### src/rtl/lsu_rv32i.sv
// RV32I load/store unit: legality check, byte-lane steering, ready handshake with
// timeout, and sign/zero extension of load data. Stalls the core while busy.
module lsu_rv32i #(
  parameter int unsigned WIDTH   = 32,
  parameter int unsigned TIMEOUT = 255
) (
  input  logic             clk,
  input  logic             rst_n,
  input  logic             OpValid,
  input  logic             MemRead,
  input  logic             MemWrite,
  input  logic [2:0]       Funct3,
  input  logic [WIDTH-1:0] Addr,
  input  logic [WIDTH-1:0] StoreData,
  output logic             Stall,
  output logic             Done,
  output logic [WIDTH-1:0] LoadData,
  output logic             Fault,
  output logic [1:0]       FaultCause,
  output logic             DMemReq,
  output logic             DMemWe,
  output logic [WIDTH-1:0] DMemAddr,
  output logic [WIDTH-1:0] DMemWData,
  output logic [3:0]       DMemBe,
  input  logic             DMemReady,
  input  logic [WIDTH-1:0] DMemRData
);

  localparam int unsigned CW = 8;
  localparam logic [1:0] CAUSE_NONE = 2'b00;
  localparam logic [1:0] CAUSE_MIS  = 2'b01;
  localparam logic [1:0] CAUSE_ILL  = 2'b10;
  localparam logic [1:0] CAUSE_TMO  = 2'b11;

  typedef enum logic [1:0] {S_IDLE, S_REQ, S_DONE} state_t;

  state_t          state, state_nx;
  logic [CW-1:0]   cnt, cnt_nx, cnt_inc;
  logic [2:0]      ltype, ltype_nx;
  logic [1:0]      off, off_nx;
  logic            req_nx, we_nx, done_nx, fault_nx;
  logic [1:0]      cause_nx;
  logic [3:0]      be_nx;
  logic [WIDTH-1:0] addr_nx, wdata_nx, ldata_nx;

  logic             accept, bad_op, misaligned;
  logic [3:0]       be_acc;
  logic [WIDTH-1:0] wdata_acc, shifted, load_ext;

  assign accept  = OpValid && (MemRead || MemWrite);
  assign cnt_inc = cnt + CW'(1);
  assign Stall   = ((state == S_IDLE) && accept) || (state == S_REQ);

  // Illegal combinations and encodings, then natural-alignment check by size
  always_comb begin
    bad_op = 1'b0;
    if (MemRead && MemWrite) begin
      bad_op = 1'b1;
    end else if (MemRead) begin
      bad_op = (Funct3 == 3'b011) || (Funct3 == 3'b110) || (Funct3 == 3'b111);
    end else if (MemWrite) begin
      bad_op = Funct3[2] || (Funct3[1:0] == 2'b11);
    end
    misaligned = ((Funct3[1:0] == 2'b01) && Addr[0]) ||
                 ((Funct3[1:0] == 2'b10) && (Addr[1:0] != 2'b00));
  end

  // Byte enables by size and offset; store data replicated across lanes
  always_comb begin
    be_acc    = 4'b1111;
    wdata_acc = StoreData;
    case (Funct3[1:0])
      2'b00: begin
        be_acc    = 4'b0001 << Addr[1:0];
        wdata_acc = {(WIDTH/8){StoreData[7:0]}};
      end
      2'b01: begin
        be_acc    = 4'b0011 << Addr[1:0];
        wdata_acc = {(WIDTH/16){StoreData[15:0]}};
      end
      default: ;
    endcase
    if (!MemWrite) wdata_acc = '0;
  end

  // Load extraction from the registered byte offset and load type
  always_comb begin
    shifted = DMemRData >> {off, 3'b000};
    case (ltype)
      3'b000:  load_ext = {{(WIDTH-8){shifted[7]}}, shifted[7:0]};
      3'b001:  load_ext = {{(WIDTH-16){shifted[15]}}, shifted[15:0]};
      3'b100:  load_ext = {{(WIDTH-8){1'b0}}, shifted[7:0]};
      3'b101:  load_ext = {{(WIDTH-16){1'b0}}, shifted[15:0]};
      default: load_ext = shifted;
    endcase
  end

  // Next-state and next-output logic
  always_comb begin
    state_nx = state;
    cnt_nx   = cnt;
    ltype_nx = ltype;
    off_nx   = off;
    req_nx   = 1'b0;
    we_nx    = DMemWe;
    be_nx    = DMemBe;
    addr_nx  = DMemAddr;
    wdata_nx = DMemWData;
    ldata_nx = LoadData;
    done_nx  = 1'b0;
    fault_nx = 1'b0;
    cause_nx = CAUSE_NONE;
    case (state)
      S_IDLE: begin
        if (accept) begin
          if (bad_op || misaligned) begin
            state_nx = S_DONE;
            done_nx  = 1'b1;
            fault_nx = 1'b1;
            cause_nx = bad_op ? CAUSE_ILL : CAUSE_MIS;
          end else begin
            state_nx = S_REQ;
            req_nx   = 1'b1;
            cnt_nx   = '0;
            we_nx    = MemWrite;
            be_nx    = be_acc;
            addr_nx  = {Addr[WIDTH-1:2], 2'b00};
            wdata_nx = wdata_acc;
            ltype_nx = Funct3;
            off_nx   = Addr[1:0];
          end
        end
      end
      S_REQ: begin
        cnt_nx = cnt_inc;
        req_nx = 1'b1;
        if (DMemReady) begin
          state_nx = S_DONE;
          req_nx   = 1'b0;
          done_nx  = 1'b1;
          ldata_nx = DMemWe ? '0 : load_ext;
        end else if (cnt_inc == CW'(TIMEOUT)) begin
          state_nx = S_DONE;
          req_nx   = 1'b0;
          done_nx  = 1'b1;
          fault_nx = 1'b1;
          cause_nx = CAUSE_TMO;
        end
      end
      S_DONE:  state_nx = S_IDLE;
      default: state_nx = S_IDLE;
    endcase
  end

  always_ff @(posedge clk or negedge rst_n) begin
    if (!rst_n) begin
      state      <= S_IDLE;
      cnt        <= '0;
      ltype      <= '0;
      off        <= '0;
      DMemReq    <= 1'b0;
      DMemWe     <= 1'b0;
      DMemBe     <= '0;
      DMemAddr   <= '0;
      DMemWData  <= '0;
      LoadData   <= '0;
      Done       <= 1'b0;
      Fault      <= 1'b0;
      FaultCause <= CAUSE_NONE;
    end else begin
      state      <= state_nx;
      cnt        <= cnt_nx;
      ltype      <= ltype_nx;
      off        <= off_nx;
      DMemReq    <= req_nx;
      DMemWe     <= we_nx;
      DMemBe     <= be_nx;
      DMemAddr   <= addr_nx;
      DMemWData  <= wdata_nx;
      LoadData   <= ldata_nx;
      Done       <= done_nx;
      Fault      <= fault_nx;
      FaultCause <= cause_nx;
    end
  end

endmodule

### config.mk
export PLATFORM = sky130hd
export DESIGN_NAME = lsu_rv32i
export DESIGN_NICKNAME = d
export VERILOG_FILES = /design/src/rtl/lsu_rv32i.sv
export SDC_FILE = /design/constraint.sdc
export NUM_CORES = 1
export LEC_CHECK = 0
export ABC_AREA = 1
export CELL_PAD_IN_SITES_DETAIL_PLACEMENT = 1
export CELL_PAD_IN_SITES_GLOBAL_PLACEMENT = 1
export CORE_MARGIN = 2
export CORE_UTILIZATION = 34
export DETAILED_ROUTE_END_ITERATION = 10
export PLACE_DENSITY_LB_ADDON = 0.1
export SLEW_MARGIN = 15
export SYNTH_ARGS = -nofsm -noshare
export SYNTH_HDL_FRONTEND = slang
export SYNTH_SLANG_ARGS = --single-unit
export TNS_END_PERCENT = 5
### constraint.sdc
create_clock -name clk -period 4.4 [get_ports clk]
set_input_delay 0.88 -clock clk [delete_from_list [all_inputs] [get_ports clk]]
set_output_delay 0.88 -clock clk [all_outputs]
set_load 0.03 [all_outputs]
### After elaboration in Yosys (flattened, before gate mapping)

Index checks and enable logic that the tools add are counted.

* $add $sub $neg: 1
* shifts and indexed selects: 3
* bitwise operators: 1
* reductions and logical operators: 21
* muxes and demuxes: 34
* equality and inequality tests: 14

Operator list (count)
* one-hot mux 32 bit (4 select lines): 1
* 2-to-1 mux 32 bit: 2
* one-hot mux 32 bit (2 select lines): 1
* right shift 32 x 5 -> 32 bit: 1
* 2-to-1 mux 2 bit: 9
* 2-to-1 mux 8 bit: 2
* one-hot mux 8 bit (2 select lines): 1
* equality test 3 bit (second input constant): 4
* 2-to-1 mux 1 bit: 12
* adder 8 x 1 -> 8 bit (second input constant): 1
* equality test 8 bit (second input constant): 1
* one-hot mux 2 bit (2 select lines): 2
* one-hot mux 4 bit (2 select lines): 1
* logical OR 1 bit: 7
* one-hot mux 1 bit (2 select lines): 3
* AND reduction 3 bit: 2
* logical AND 1 bit: 5
* equality test 2 x 1 -> 1 bit (second input constant): 2
* equality test 2 bit (second input constant): 2
* logical NOT 2 bit: 2
* inequality test 2 bit (second input constant): 2
* AND reduction 2 bit: 2
* nonzero test 2 bit: 2
* left shift 1 x 2 -> 4 bit (first input constant): 1
* other kinds (6): 6

* input port bits: 105
* register bits: 119
* word-level logic and storage cells: 87
* output and inout bits: 107

### Depth between registers and ports, before layout

* word-level depth: 9
* mapped depth: 11
* gate-level depth less buffers: 11

### Worst setup path after synthesis

Ideal clock, no wire load.

* kind: input-to-output
* start point: input MemWrite
* end point: output Stall
* buffers on the path: 0
* data arrival time: 1.435 ns
* required time: 3.520 ns
* cell stages on the path: 4
* path slack: 2.085 ns
* path through: o21ai_0 nor2_1 inv_1 nand2_1

* word-level cells in the longest chain between the ends: 4

RTL lines
* from (decl): line 11 `input logic MemWrite,`
* logical OR 1 bit: line 50 `assign accept = OpValid && (MemRead || MemWrite);`
* logical AND 1 bit: line 50
* logical AND 1 bit: line 52 `assign Stall = ((state == S_IDLE) && accept) || (state == S_REQ);`
* logical OR 1 bit: line 52
* to (decl): line 15 `output logic Stall,`

Every way passes these cells.

### Worst setup path in the final report

Ends and elaborated chain as after synthesis.

==> key figures <==
Floorplan
  • Io pins: 212
  • Chip Width: 135.6 um
  • Die Height: 135.6 um
  • Row cnt: 48
  • Die area: 18390 sq um
  • Total core area: 17120 sq um
  • Starting Density: 34.40%

Global routing
  • Number of global-route vias before repair: 6111
  • Grt total ovfl: 0
  • Global-route wire length before repair: 31920 um
  • GRT Overall Usage: 22.46%
  • Pin count of the biggest net entering global routing: 66
  • Initial antenna violation count: 0

Setup path
  • Worst EP arrival: 2580 ps
  • Critical Path End Type: output port
  • Delay of the slowest critical-path stage: 670 ps
  • RR Endpoint: LoadData[31]$_DFFE_PN0P_
  • R2r startpoint: off[0]$_DFFE_PN0P_
  • Critical-path top delay cell: clkdlybuf4s50_1
  • Worst-path cell chain: clkdlybuf4s50_1, o21ai_0, nor2_1, inv_1, nand2_1, clkdlybuf4s50_1
  • WP data required: 3520 ps
  • FF-to-FF path depth: 10
  • Critical path startpoint category: primary input
  • CP Class: in2out
  • Most common cell on crit path: clkdlybuf4s50_1
  • Max FO, Critical Path: 3
  • R2R Setup Slk: 2150 ps

Logic synthesis
  • Number of synthesized register bits: 119
  • Mapped Area: 5888 sq um
  • Share of flip-flops with an asynchronous set or reset: 100.0%
  • Cells after synthesis: 800
  • Sequential area share after synthesis: 50.57%
  • Synth Flop Type: dfrtp_1
  • Cell variety after synth: 29
  • Avg Cell Area, Syn: 7.360 sq um
  • Ys Warns: 0
  • EDFF count, synth: 0
  • Synth area leader: dfrtp_1
  • Post-synth top area share: 50.57%
  • Main area contributors after synthesis: dfrtp_1, nand2_1, nand3_1, nor2_1, inv_1

Timing
  • Worst hold margin: 475.4 ps
  • Tmin final: 3463 ps
  • Fin Setup TNS: 0 ps
  • Least-Margin Pin Slew: 901.6 ps
  • Final Skew: 9.376 ps
  • Setup violators final: 0
  • Unrepaired setup endpoints after global routing: no
  • Fin worst setup slack: 936.6 ps
  • Slew margin rel.: 39.89%
  • Fin. Hold Viols: 0
  • Peak Freq: 288.7 MHz
  • Slew Viols, Final: 0
  • Final period util: 78.71%

Clocking
  • Post-CTS setup buffers: 0
  • Clock sinks: 119
  • PostCTS Resize Cnt: 0
  • CTS HTree Levels: 4
  • Hold_buf cts: 0
  • Clk Latency, worst-skew pair: 420 ps
  • Root Driver: clkbuf_16
  • Total CTS buffers: 17
  • Clk slew on worst S/H paths: 60 ps
  • Clock Path Buffers: 2
  • CTS tree: done

Final layout
  • Antenna Cells: 0
  • Layout area overhead: 49.79%
  • Most common cell after layout, fill and taps aside: nand2_1
  • Fillers: 2117
  • Share of cells above drive strength 1: 5.545%
  • Area occupied by multi-input gates: 2566 sq um
  • # nets final: 1104
  • Reg area: 2978 sq um
  • Most frequent cells in the layout: nand2_1, clkdlybuf4s50_1, dfrtp_1

Detailed routing
  • DRT Wirelength: 20130 um
  • Via count: 5845
  • Iter 0 DRT Violations: 230
  • Avg Vias per Cell: 4.733
  • DRC: 0
  • Final ANT Viol Nets: 0
  • WL per Instance: 16.30 um
  • Pre-antenna DRT Iters: 4

Placement
  • HPWL after DPL: 13940 um
  • GP Congestion: 0.7600
  • Pre-CTS setup slack: 916.4 ps
  • IO Port Bufs: 209

Min path
  • HP Start: DMemAddr[18]$_DFFE_PN0P_
  • Worst hold path type: reg2reg
  • Hold Path End: DMemAddr[18]$_DFFE_PN0P_
  • Min-Delay Path Depth: 2

Pwr
  • Int Power: 3508 uW
  • Pwr Total: 5862 uW
  • Leak: 0.004341 uW
  • Sw frac: 40.16%
  • Pwr Density: 664.6 nW/um^2
  • Combinational Power Share: 43.7%
  • Clock share of power: 26.8%
  • Reg power frac: 29.4%
  • Worst-case vdd ir drop: 0.3569 mV
  • Net Sw Power: 2354 uW

Run status
  • Status: finished, final reports clean

Run
  • Max-Cap Viols: 0
power by group through the flow:
stage                     Clock, uW  Sequential (uW)  Combinational, uW
after floorplan                   0             2400                787
after global placement            0             1730               2550
after detailed placement          0             1740               2580
after CTS                      1610             1730               2600
after global routing           1660             1780               2780
final                          1570             1730               2560
Yosys cell counts, drive strengths merged, types with 5 or more instances:
| master | instances |
|---|---|
| nand2 | 385 |
| buf | 21 |
| o221ai | 6 |
| mux2i | 7 |
| inv | 43 |
| or2 | 5 |
| a21oi | 9 |
| o21ai | 56 |
| clkbuf | 21 |
| nand3 | 52 |
| nor2 | 61 |
| dfrtp | 119 |
how the worst max path moves through the flow:
stage                  start  endpoint  slack [ps]  cells after the start
finish              MemWrite     Stall         940                      6
global route         MemRead     Stall         800                      6
CTS                 MemWrite     Stall         910                      6
detailed placement  MemWrite     Stall         920                      6
global placement    MemWrite     Stall         960                      6
floorplan           MemWrite     Stall        2090                      4
layout make-up:
class | count | area share, %
Multi-Input combinational cell | 597 | 29.10
Clock buffer | 21 | 5.221
Sequential cell | 119 | 33.76
Tap cell | 225 | 3.192
Inverter | 43 | 1.830
Timing Repair Buffer | 219 | 24.68
Clock inverter | 11 | 2.213
registers in the layout (all words and copies together) (netlist names):
name / cells
DMemAddr: 30
DMemBe: 4
DMemReq: 1
DMemWData: 32
DMemWe: 1
Done: 1
Fault: 1
FaultCause: 2
LoadData: 32
cnt: 8
ltype: 3
off: 2
state: 2
cells by family after synthesis:
logic type / Yosys count / synth area share (%)
simple gates: 508 / 34.28
mux: 7 / 1.190
buf+inv: 85 / 6.035
fa+ha+maj: 2 / 0.4249
flops: 119 / 50.57
other cells: 1 / 0.06369
compound gates: 78 / 7.437
worst max-delay path, delay by kind of cell:
kind | cells | cell delay [ps]
AOI/OAI and AO/OA | 1 | 120
buffers and inverters | 3 | 1240
and+or+nand+nor | 2 | 340
metal layers:
layer | part of all wire (%) | track usage (%) | vias up | routed length [um]
met4 | 1.5 | 6.250 | 0 | 293
li1 | - | - | 2897 | -
met1 | 44 | 28.00 | 2765 | 8784
met5 | 0 | 0 | - | 0
met3 | 7.9 | 8.642 | 20 | 1585
met2 | 47 | 36.39 | 163 | 9466
metrics by stage:
step           std cells  util [%]  cell area [sq um]
6_report            1235     51.53               8820
5_1_grt             1235     51.53               8820
4_1_cts             1235     51.53               8820
3_5_place_dp        1203     47.70               8164
3_3_place_gp        1203     47.70               8164
2_1_floorplan        801         -               5892
Power figures use the tool's default switching activity.
